==> src/rtl/cdb_scheduler.sv <==
// Common data bus scheduler: two result FIFOs (sum/sub and load/store) drained
// onto one registered broadcast bus, one word per cycle, round-robin on contention.
module cdb_scheduler #(
  parameter int DEPTH = 2,
  parameter int WIDTH = 16
) (
  input  logic                       clock,
  input  logic                       reset,
  input  logic                       alu_valid,
  input  logic [WIDTH-1:0]           alu_result,
  output logic                       alu_ready,
  input  logic                       ldsd_valid,
  input  logic [WIDTH-1:0]           ldsd_result,
  output logic                       ldsd_ready,
  output logic [WIDTH-1:0]           cdb,
  output logic                       cdb_valid,
  output logic [$clog2(DEPTH+1)-1:0] alu_count,
  output logic [$clog2(DEPTH+1)-1:0] ldsd_count
);

  localparam int CW = $clog2(DEPTH + 1);
  localparam int PW = $clog2(DEPTH);

  logic [WIDTH-1:0] a_mem [DEPTH];
  logic [WIDTH-1:0] l_mem [DEPTH];
  logic [PW-1:0]    a_wr, a_rd, l_wr, l_rd;
  logic             rr_last;
  logic             a_push, l_push, grant_a, grant_l;
  logic             a_ne, l_ne;
  logic [WIDTH-1:0] word;

  // Ready is held low while reset is asserted, independent of the cleared counts.
  assign alu_ready  = reset && (alu_count != CW'(DEPTH));
  assign ldsd_ready = reset && (ldsd_count != CW'(DEPTH));

  assign a_push = alu_valid && alu_ready;
  assign l_push = ldsd_valid && ldsd_ready;

  assign a_ne = (alu_count != '0);
  assign l_ne = (ldsd_count != '0);

  // rr_last = 1 means load/store won last, so sum/sub wins the next contention.
  assign grant_a = a_ne && (!l_ne || rr_last);
  assign grant_l = l_ne && (!a_ne || !rr_last);

  always_comb begin
    word = '0;
    if (grant_a) begin
      word     = a_mem[a_rd];
      word[10] = 1'b1;
    end else if (grant_l) begin
      word     = l_mem[l_rd];
      word[10] = 1'b0;
    end
  end

  always_ff @(posedge clock) begin
    if (a_push) a_mem[a_wr] <= alu_result;
    if (l_push) l_mem[l_wr] <= ldsd_result;
  end

  always_ff @(posedge clock or negedge reset) begin
    if (!reset) begin
      a_wr       <= '0;
      a_rd       <= '0;
      l_wr       <= '0;
      l_rd       <= '0;
      alu_count  <= '0;
      ldsd_count <= '0;
      rr_last    <= 1'b1;
      cdb        <= '0;
      cdb_valid  <= 1'b0;
    end else begin
      if (a_push)  a_wr <= a_wr + 1'b1;
      if (grant_a) a_rd <= a_rd + 1'b1;
      if (l_push)  l_wr <= l_wr + 1'b1;
      if (grant_l) l_rd <= l_rd + 1'b1;

      case ({a_push, grant_a})
        2'b10:   alu_count <= alu_count + 1'b1;
        2'b01:   alu_count <= alu_count - 1'b1;
        default: alu_count <= alu_count;
      endcase

      case ({l_push, grant_l})
        2'b10:   ldsd_count <= ldsd_count + 1'b1;
        2'b01:   ldsd_count <= ldsd_count - 1'b1;
        default: ldsd_count <= ldsd_count;
      endcase

      if (grant_a)      rr_last <= 1'b0;
      else if (grant_l) rr_last <= 1'b1;

      // An idle cycle drives zeros so no consumer re-applies an old word.
      cdb       <= word;
      cdb_valid <= grant_a || grant_l;
    end
  end

endmodule

==> config.mk <==
export PLATFORM = sky130hd
export DESIGN_NAME = cdb_scheduler
export DESIGN_NICKNAME = d
export VERILOG_FILES = /design/src/rtl/cdb_scheduler.sv
export SDC_FILE = /design/constraint.sdc
export NUM_CORES = 1
export LEC_CHECK = 0
export CAP_MARGIN = 25
export CORE_MARGIN = 8
export CORE_UTILIZATION = 45
export CTS_BUF_LIST = sky130_fd_sc_hd__clkbuf_8 sky130_fd_sc_hd__clkbuf_16
export CTS_CLUSTER_DIAMETER = 50
export CTS_CLUSTER_SIZE = 8
export DETAILED_ROUTE_END_ITERATION = 8
export PLACE_DENSITY = 0.75
export REMOVE_ABC_BUFFERS = 1
export SETUP_SLACK_MARGIN = 0.4
export SKIP_LAST_GASP = 1
export SYNTH_ARGS = -nofsm -noshare
export SYNTH_HDL_FRONTEND = slang
export SYNTH_SLANG_ARGS = --single-unit
==> constraint.sdc <==
create_clock -name clock -period 2.4 [get_ports clock]
set_clock_uncertainty 0.2 [all_clocks]
set_input_delay 0.24 -clock clock [delete_from_list [all_inputs] [get_ports clock]]
set_output_delay 0.24 -clock clock [all_outputs]
set_load 0.02 [all_outputs]
==> metrics.csv <==
metric,value,unit
Tmin final,1.92,ns
cts bufs inserted,9,
Worst Tran Pin Value,0.363,ns
FP Rows,30,
CP top delay family,buffers and inverters,
synthesized instance count,173,
1st-iter DRT viols,60,
DRC Markers,0,
Worst Path Max Fanout,8,
power per cell area,1290,nW/um^2
WL per Instance,16.7,um
share of layout cells above drive strength 1,14.1,%
Initial Util,46.6,%
DIE WIDTH,100,um
die area,10000,sq um
via count of the first global-routing pass,1793,
Worst Setup Start Kind,register,
Slew Limit Fails,0,
drt total wl,5.76,mm
Via Count,1652,
Max VDD drop,501,uV
chip height,100,um
setup violators final,0,
DPL Wire Length,3.90,mm
Synth Cell Area,3180,sq um
syn_area_per_cell,18.4,sq um
Yosys warning count,0,
Tot GR Track Use,12.6,%
"most common cell after layout, fill and taps aside",edfxtp_1,
Detail Route Antenna Nets,0,
most frequent cells in the layout,"edfxtp_1 (60), clkdlybuf4s50_1 (54), mux2i_1 (30)",
CTS Buffer Depth,2,
CP bufs+invs,1,
CTS root buf,clkbuf_8,
H-tree Lvls,3,
reg2reg path depth,5,
CP endpoint kind,output port,
Ports,59,
status,finished clean,
"flops & latches, synth",86,
initial antenna violation count,0,
Worst-path clk slew,0.08,ns
FMAX,0.520,GHz
endpoints failing hold,0,
Yosys cell types,18,
Setup TNS,0,ns
Sink Count,86,
drt via density,4.79,
max-cap viol count,0,
worst-path cell chain,clkdlybuf4s50_1,
top_reg_cell synth,edfxtp_1,
Buffers on Ports,56,
Post-synth EDFFs,60,
drt first pass iters,4,
fin nets,282,
HP Class,primary input to async pin,
unrepaired setup endpoints after global routing,no,
CTS tree,built,
latest clock arrival within the worst-skew pair,0.34,ns
Slew HR,75.8,%
GRT Residual Overflow,0,
"Arr. time, crit path",1.48,ns
routability congestion estimate,0.732,
R2R Setup Slk,0.71,ns
ant diodes,0,
"FFs w/ async S/R, synth",30.2,%
CP max stage delay,0.65,ns
sequential-to-total area share from yosys stat,77.1,%
reg2reg end,alu_count[1]$_DFFE_PN0P_,
area grow syn2layout,30.2,%
r2r startpoint,alu_count[1]$_DFFE_PN0P_,
Setup Buffers After CTS,0,
Tcrit/Tclk final,80.1,%
Critical Path RT,1.96,ns
critical path class,register to output port,
number of fill cells in the layout,530,
largest net degree at the start of global routing,18,
Core Region,6830,sq um
first-pass GRT wire length,9.32,mm
CP max stage cell,clkdlybuf4s50_1,
P_leak,1.57,nW
hold_ws,0.132,ns
==> state kept, by name, indices dropped and copies added, names as in the netlist <==
signal	cells
a_mem	30
a_rd	1
a_wr	1
alu_count	2
cdb	16
cdb_valid	1
l_mem	30
l_rd	1
l_wr	1
ldsd_count	2
rr_last	1
==> through the flow <==
step / area, sq um / std cells / setup WS (ns) / utilization, % / power (mW)
5_1_grt: 4140 / 345 / 0.400 / 60.6 / 5.65
2_1_floorplan: 3110 / 165 / 0.333 / - / 3.33
4_1_cts: 4140 / 345 / 0.458 / 60.6 / 5.42
3_3_place_gp: 3870 / 328 / 0.287 / 56.6 / 4.09
3_5_place_dp: 3870 / 328 / 0.254 / 56.6 / 4.14
6_report: 4140 / 345 / 0.477 / 60.6 / 5.35
==> worst max path at each step <==
stage	endpoint	cells after the start	from	slack (ns)
detailed placement	ldsd_count[1]$_DFFE_PN0P_	6	reset	0.25
CTS	alu_count[0]	1	alu_count[0]$_DFFE_PN0P_	0.46
finish	alu_count[0]	1	alu_count[0]$_DFFE_PN0P_	0.48
global route	alu_count[1]	1	alu_count[1]$_DFFE_PN0P_	0.40
global placement	l_mem[0][6]$_DFFE_PP_	5	reset	0.29
floorplan	a_mem[0][0]$_DFFE_PP_	2	alu_count[0]$_DFFE_PN0P_	0.33
==> synthesized netlist by cell type, types with 3 or more instances <==
cell type,number,area (sq um)
edfxtp_1,60,1800
dfrtp_1,25,626
xnor2_1,10,87.6
mux2i_1,30,300
inv_1,4,15.0
o22ai_1,15,93.8
buf_4,4,30.0
nand2_1,3,11.3
buf_6,4,45.0
nor2_1,5,18.8
==> cell families (layout without fill, tap and decap cells) <==
| family | Yosys count | count (layout) | share of synthesized area, % |
|---|---|---|---|
| AO/OA/AOI/OAI | 22 | 22 | 5.39 |
| AND/OR/NAND/NOR | 11 | 11 | 1.69 |
| adder cells (fa/ha/maj) | 2 | 2 | 0.786 |
| multiplexers | 30 | 30 | 9.44 |
| buffers and inverters | 12 | 88 | 2.83 |
| flip-flops | 86 | 86 | 77.1 |
| XOR/XNOR | 10 | 10 | 2.75 |
==> power by group <==
group          switching, mW  internal (mW)  leakage (nW)
clock                  0.485          0.795         0.135
combinational          0.981          0.900         0.584
sequential             0.211           1.98         0.853
==> worst register-to-register path: cells and delay by family (launching register included) <==
kind            cells  cell delay (ns)
flops               1             0.48
fa+ha+maj           1             0.29
compound gates      1             0.22
simple gates        1             0.15
xor+xnor            1             0.14
buf+inv             1             0.13
==> metal layers <==
metal,up-vias,wire [um],GRT usage (%)
li1,791,-,-
met5,-,0,0
met3,12,355,4.36
met1,805,2370,14.0
met4,0,139,6.51
met2,44,2890,21.0
==> final cells by class <==
cell class	count	area (sq um)	area share [%]
tap	96	120	2.90
clock inverter	7	138	3.32
timing repair buffer	68	651	15.7
inverter	4	15.0	0.363
multi-input combinational	75	638	15.4
sequential	86	2460	59.3
clock buffer	9	124	2.99
==> what timing repair did <==
item	4_1_cts	5_1_grt
resized for setup	4	0
setup endpoints to repair	4	0
hold buffers	1	0
endpoints found under the hold margin	1	0
No activity file was read; power rests on OpenSTA's default activity.
